--- config.mk ---
export PLATFORM = sky130hd
export DESIGN_NAME = mux_lane_serializer
export DESIGN_NICKNAME = d
export VERILOG_FILES = /design/src/rtl/mux_lane_serializer_pkg.sv /design/src/rtl/mux_lane_serializer_lane_pick.sv /design/src/rtl/mux_lane_serializer.sv
export SDC_FILE = /design/constraint.sdc
export NUM_CORES = 1
export LEC_CHECK = 0
export CAP_MARGIN = 20
export CORE_UTILIZATION = 43
export CTS_CLUSTER_SIZE = 25
export DETAILED_ROUTE_END_ITERATION = 6
export PLACE_DENSITY = 0.74
export SLEW_MARGIN = 20
export SYNTH_ARGS = -nofsm -noshare
export SYNTH_HDL_FRONTEND = slang
export SYNTH_SLANG_ARGS = --single-unit
--- constraint.sdc ---
create_clock -name clk -period 1.7 [get_ports clk]
set_input_delay 0.255 -clock clk [delete_from_list [all_inputs] [get_ports clk]]
set_output_delay 0.255 -clock clk [all_outputs]
set_load 0.05 [all_outputs]
--- src/rtl/mux_lane_serializer_pkg.sv ---
`default_nettype none
// +--------------------------------------------------------------------------+
// | Package   : mux_pkg                                                       |
// | Purpose   : Shared encodings and helpers for the lane serializer family.  |
// |             Holds the mode encodings, the two-state FSM type and the      |
// |             lane-index width helper used by every module of the family.   |
// | Revision  : 1.0  initial release                                          |
// +--------------------------------------------------------------------------+
package mux_pkg;

  localparam logic MODE_SERIAL = 1'b0;
  localparam logic MODE_DIRECT = 1'b1;

  typedef enum logic [0:0] {
    IDLE = 1'b0,
    BUSY = 1'b1
  } state_t;

  // Width of a lane index; a single-lane build still needs a 1-bit index port.
  function automatic int idx_width(input int lanes);
    return (lanes > 1) ? $clog2(lanes) : 1;
  endfunction

endpackage
`default_nettype wire

--- src/rtl/mux_lane_serializer_lane_pick.sv ---
`default_nettype none
// +--------------------------------------------------------------------------+
// | Module    : lane_pick                                                     |
// | Purpose   : Combinational lane extractor: returns the OUT_W-bit lane at   |
// |             position i_idx of an IN_W-bit word (lane 0 = LSBs).           |
// | Ports     : i_word  IN_W-bit source word                                  |
// |             i_idx   lane index                                            |
// |             o_lane  selected OUT_W-bit lane                               |
// | Revision  : 1.0  initial release                                          |
// +--------------------------------------------------------------------------+
module lane_pick
  import mux_pkg::*;
#(
  parameter int IN_W  = 8,
  parameter int OUT_W = 2
) (
  input  logic [IN_W-1:0]                      i_word,
  input  logic [idx_width(IN_W/OUT_W)-1:0]     i_idx,
  output logic [OUT_W-1:0]                     o_lane
);

  localparam int LANES = IN_W / OUT_W;

  logic [OUT_W-1:0] w_lanes [LANES];

  for (genvar i = 0; i < LANES; i++) begin : g_lane
    assign w_lanes[i] = i_word[i*OUT_W +: OUT_W];
  end

  assign o_lane = w_lanes[i_idx];

endmodule
`default_nettype wire

--- src/rtl/mux_lane_serializer.sv ---
`default_nettype none
// +--------------------------------------------------------------------------+
// | Module    : mux_lane_serializer                                           |
// | Purpose   : Splits an IN_W-bit word into LANES lanes of OUT_W bits.       |
// |             Serialize mode streams N lanes (one per beat); direct mode    |
// |             emits a single lane chosen by a wrapping select. All m_*      |
// |             outputs are registered.                                       |
// | Ports     : clk, rst_n            clock, async active-low reset           |
// |             s_valid/s_ready       input word handshake                    |
// |             s_data/s_mode/s_sel/s_len  word, mode, lane select, length    |
// |             m_valid/m_ready       output lane handshake                   |
// |             m_data/m_idx/m_last   lane value, lane index, final lane      |
// | Revision  : 1.0  initial release                                          |
// +--------------------------------------------------------------------------+
module mux_lane_serializer
  import mux_pkg::*;
#(
  parameter int IN_W      = 8,
  parameter int OUT_W     = 2,
  parameter int SEL_W     = 3,
  parameter int LSB_FIRST = 1
) (
  input  logic                                 clk,
  input  logic                                 rst_n,
  input  logic                                 s_valid,
  output logic                                 s_ready,
  input  logic [IN_W-1:0]                      s_data,
  input  logic                                 s_mode,
  input  logic [SEL_W-1:0]                     s_sel,
  input  logic [idx_width(IN_W/OUT_W):0]       s_len,
  output logic                                 m_valid,
  input  logic                                 m_ready,
  output logic [OUT_W-1:0]                     m_data,
  output logic [idx_width(IN_W/OUT_W)-1:0]     m_idx,
  output logic                                 m_last
);

  localparam int LANES = IN_W / OUT_W;
  localparam int IDX_W = idx_width(LANES);
  localparam int LEN_W = IDX_W + 1;

  localparam logic [LEN_W-1:0] c_lanes_len = LEN_W'(LANES);
  localparam logic [IDX_W-1:0] c_start_idx = (LSB_FIRST != 0) ? '0 : IDX_W'(LANES - 1);

  state_t            r_state;
  logic              r_run;      // low through reset so s_ready reads 0 until release
  logic [IN_W-1:0]   r_word;
  logic [IDX_W-1:0]  r_idx;
  logic [LEN_W-1:0]  r_remain;   // beats still to come after the current one
  logic              r_valid;
  logic              r_last;
  logic [OUT_W-1:0]  r_data;

  logic              w_accept;
  logic              w_beat;
  logic [LEN_W-1:0]  w_len_eff;
  logic [IDX_W-1:0]  w_load_idx;
  logic [IDX_W-1:0]  w_step_idx;
  logic [IN_W-1:0]   w_next_word;
  logic [IDX_W-1:0]  w_next_idx;
  logic [OUT_W-1:0]  w_pick;

  // In BUSY a new word may only enter on the handshake of the final lane,
  // which is what lets back-to-back words run without a bubble.
  assign s_ready  = (r_state == IDLE) ? r_run : (r_valid && m_ready && r_last);
  assign w_accept = s_valid && s_ready;
  assign w_beat   = r_valid && m_ready;

  assign m_valid = r_valid;
  assign m_data  = r_data;
  assign m_idx   = r_idx;
  assign m_last  = r_last;

  always_comb begin
    w_len_eff = s_len;
    if ((s_len == '0) || (s_len > c_lanes_len)) begin
      w_len_eff = c_lanes_len;
    end

    // Upper select codes wrap onto the low lanes.
    w_load_idx = (s_mode == MODE_DIRECT) ? IDX_W'(32'(s_sel) % LANES) : c_start_idx;
    w_step_idx = (LSB_FIRST != 0) ? (r_idx + IDX_W'(1)) : (r_idx - IDX_W'(1));

    // Word/index that will be current after this edge; the lane is picked
    // from them so m_data is registered together with m_idx.
    w_next_word = r_word;
    w_next_idx  = r_idx;
    if (w_accept) begin
      w_next_word = s_data;
      w_next_idx  = w_load_idx;
    end else if (w_beat && !r_last) begin
      w_next_idx = w_step_idx;
    end
  end

  lane_pick #(
    .IN_W  (IN_W),
    .OUT_W (OUT_W)
  ) u_lane_pick (
    .i_word (w_next_word),
    .i_idx  (w_next_idx),
    .o_lane (w_pick)
  );

  always_ff @(posedge clk or negedge rst_n) begin
    if (!rst_n) begin
      r_state  <= IDLE;
      r_run    <= 1'b0;
      r_word   <= '0;
      r_idx    <= '0;
      r_remain <= '0;
      r_valid  <= 1'b0;
      r_last   <= 1'b0;
      r_data   <= '0;
    end else begin
      r_run <= 1'b1;
      if (w_accept) begin
        r_state <= BUSY;
        r_valid <= 1'b1;
        r_word  <= s_data;
        r_idx   <= w_load_idx;
        r_data  <= w_pick;
        if (s_mode == MODE_DIRECT) begin
          r_last   <= 1'b1;
          r_remain <= '0;
        end else begin
          r_last   <= (w_len_eff == LEN_W'(1));
          r_remain <= w_len_eff - LEN_W'(1);
        end
      end else if (w_beat) begin
        if (r_last) begin
          r_state  <= IDLE;
          r_valid  <= 1'b0;
          r_last   <= 1'b0;
          r_word   <= '0;
          r_idx    <= '0;
          r_remain <= '0;
          r_data   <= '0;
        end else begin
          r_idx    <= w_step_idx;
          r_data   <= w_pick;
          r_remain <= r_remain - LEN_W'(1);
          r_last   <= (r_remain == LEN_W'(1));
        end
      end
    end
  end

endmodule
`default_nettype wire

==> out/results.tsv <==
metric	value	unit
Initial Util	45.8	%
main combinational cell family by area after synthesis	compound AO/OA/AOI/OAI gates	
register bit total from synthesis	18	
root buf cell	clkbuf_4	
f_max	588	MHz
Via-to-Cell Ratio	5.27	
PwrDens	1560	mW/mm²
TritonCTS clock tree	done	
initial antenna violation count	0	
clock buffer count from CTS	3	
share of the synthesized area in the top cell type	44.1	%
Post-synth top cells	nand2_1, dfrtp_1, o21ai_0	
Syn. warnings	0	
Synth Area in XOR/XNOR	1.71	%
# diodes	0	
die area	0.00258	mm²
Req. time, crit path	1.88	ns
Compound-Gate Fraction of Synth Area	17.3	%
Worst IR Drop VDD	1050	µV
share of flip-flops with an asynchronous set or reset	100	%
crit end category	flop	
min cycle time layout	1.70	ns
Primary FF master, synth	dfrtp_1	
Seq/Total Area, Yosys	44.1	%
gpl congestion	0.814	
failing checks	negative setup slack	
clock slew at reported path FFs	0.11	ns
clk_skew	0.0107	ns
Post-synth EDFFs	0	
vias	906	
largest net degree at the start of global routing	23	
DR iter-0 viols	19	
cell taking the most area after synthesis	dfrtp_1	
Simple-Gate Fraction of Synth Area	17.1	%
setup ws final	-0.000173	ns
cell with the most instances after synthesis	nand2_1	
Crit Path Class	flop to flop	
worst min path class	input port to asynchronous set/reset pin	
Fillers	184	
DP Wirelength	1850	µm
delay-heaviest family, CP	multiplexers	
sequence of cells on the critical path	xnor2_2 > o21ai_2 > mux4_2 > a221o_1	
synthesized area	0.00102	mm²
Slowest Stage Delay on Critical Path	0.51	ns
Worst Setup Start Kind	flop	
clk_lat worst skew	0.30	ns
GR Util All Layers	20.5	%
post-route clock period utilization	100	%
final setup violating endpoints	1	
Area growth syn-to-layout	43.8	%
outcome	complete, but fails checks	
Leakage	0.695	nW
Post-Synthesis Cells	106	
share of post-route cells with drive strength above 1	25.7	%
Die H	50.8	µm
final instance area	0.00147	mm²
syn avg cell area	9.64	µm²
first-pass GRT wire length	3900	µm
IO Pins	26	
core area	0.00223	mm²
adder-cell area share of the yosys netlist	6.12	%
DR WL/cell	14.1	µm
H-tree depth	1	
WP data arrival	1.88	ns
antenna-violating nets left	0	
post-synth net total	130	
Yosys cell types	30	
Placed Instance Area	0.00139	mm²
final WL	2420	µm
number of global-route vias before repair	863	
Final Hold Fails	0	
crit path buf inv count	0	
Net count, final	169	
Clock Path Buffers	2	
RSZ-0062 raised after global routing	true	
crit-path max FO	2	
post-synthesis mux area share	9.91	%
IO buf count	24	
Max Cap Violations	0	
Overflow after GRT	0	
DRC viols	0	
clk sink count	18	
CP max stage cell	mux4_2	
largest cells by area after synthesis	dfrtp_1, nand2_1, mux4_1	
Final Max Tran Viols	0	
row count	17	
die width	50.8	µm
drt pass-1 iters	4	
Setup Total Neg Slack	-0.000173	ns
==> metrics by stage <==
step | power, mW | util [%] | hold slack, ns | worst slack [ns] | cells
floorplan | 1.52 | - | -0.0406 | -0.112 | 106
global placement | 1.95 | 62.1 | 0.503 | -0.422 | 167
detailed placement | 1.99 | 62.1 | 0.504 | -0.504 | 167
CTS | 2.27 | 64.5 | 0.271 | -0.00415 | 171
global route | 2.44 | 65.8 | 0.294 | -0.0532 | 172
finish | 2.29 | 65.8 | 0.269 | -0.000173 | 172
==> power breakdown <==
| group | switching [mW] | internal (mW) | total, mW |
|---|---|---|---|
| Clock | 0.135 | 0.131 | 0.266 |
| Sequential | 0.134 | 0.616 | 0.750 |
| Combinational | 0.690 | 0.583 | 1.27 |
| Total | 0.959 | 1.33 | 2.29 |
==> worst paths after layout <==
path | startpoint | endpoint | depth (start not counted) | slack, ns
hold / removal | rst_n | r_remain[2]$_DFFE_PN0P_ | 2 | 0.27
min in group clk | m_data[0]$_DFFE_PN0P_ | m_data[0]$_DFFE_PN0P_ | 1 | 0.52
hold reg to reg | m_data[0]$_DFFE_PN0P_ | m_data[0]$_DFFE_PN0P_ | 1 | 0.52
max in group asynchronous | rst_n | m_idx[1]$_DFFE_PN0P_ | 2 | 1.21
setup reg to reg | m_idx[0]$_DFFE_PN0P_ | m_data[0]$_DFFE_PN0P_ | 4 | -0.0002
setup / recovery | m_idx[0]$_DFFE_PN0P_ | m_data[0]$_DFFE_PN0P_ | 4 | -0.0002
==> layout make-up <==
| type | count | area, µm² | share of cell area [%] |
|---|---|---|---|
| Sequential cell | 18 | 455 | 31.0 |
| Inverter | 5 | 18.8 | 1.28 |
| Timing Repair Buffer | 38 | 342 | 23.2 |
| Tap cell | 28 | 35.0 | 2.38 |
| Multi-Input combinational cell | 79 | 583 | 39.7 |
| Clock buffer | 4 | 36.3 | 2.47 |
==> kinds of logic after synthesis <==
logic type / count (synthesis)
adder cells (fa/ha/maj): 5
flip-flops: 18
other: 1
multiplexers: 4
AND/OR/NAND/NOR: 39
buffers and inverters: 9
AO/OA/AOI/OAI: 28
XOR/XNOR: 2
==> registers in the layout, summed over array words and instances (netlist names) <==
register	flops
m_data	2
m_valid	1
m_last	1
r_remain	3
r_run	1
m_idx	2
r_word	8
==> layer usage <==
metal,vias up,track usage (%),part of all wire (%)
met5,-,0,0
met4,0,4.17,1.2
met3,4,2.73,2.7
met2,20,35.1,50
met1,438,27.6,46
li1,444,-,-
==> cells in the final DEF (no fill, tap or decap) <==
cell             count
a211oi_1             1
a21o_1               2
a21oi_1              4
a221o_1              2
a22oi_1              2
a2bb2oi_1            1
a32oi_1              1
and2b_1              1
buf_12               1
buf_4               19
buf_6                1
clkbuf_4             3
clkbuf_8             1
clkdlybuf4s50_1     15
conb_1               1
dfrtp_1             14
dfrtp_2              4
dlygate4sd2_1        2
ha_1                 4
ha_4                 1
inv_1                5
mux4_1               3
mux4_2               1
nand2_1             23
nand2b_1             2
nand2b_4             2
nand3_1              1
nand3b_4             1
nor2_1               6
nor2b_1              1
nor3_1               1
o21a_1               1
o21ai_0             11
o21ai_1              2
o21ai_2              1
or2_4                1
xnor2_2              1
xor2_1               1
==> repair_timing <==
item	CTS	global route
buffers inserted	0	1
setup endpoints to repair	4	4
gates resized for setup	7	3
hold buffers	0	0
pin swaps	0	1
Power figures use the tool's default switching activity.
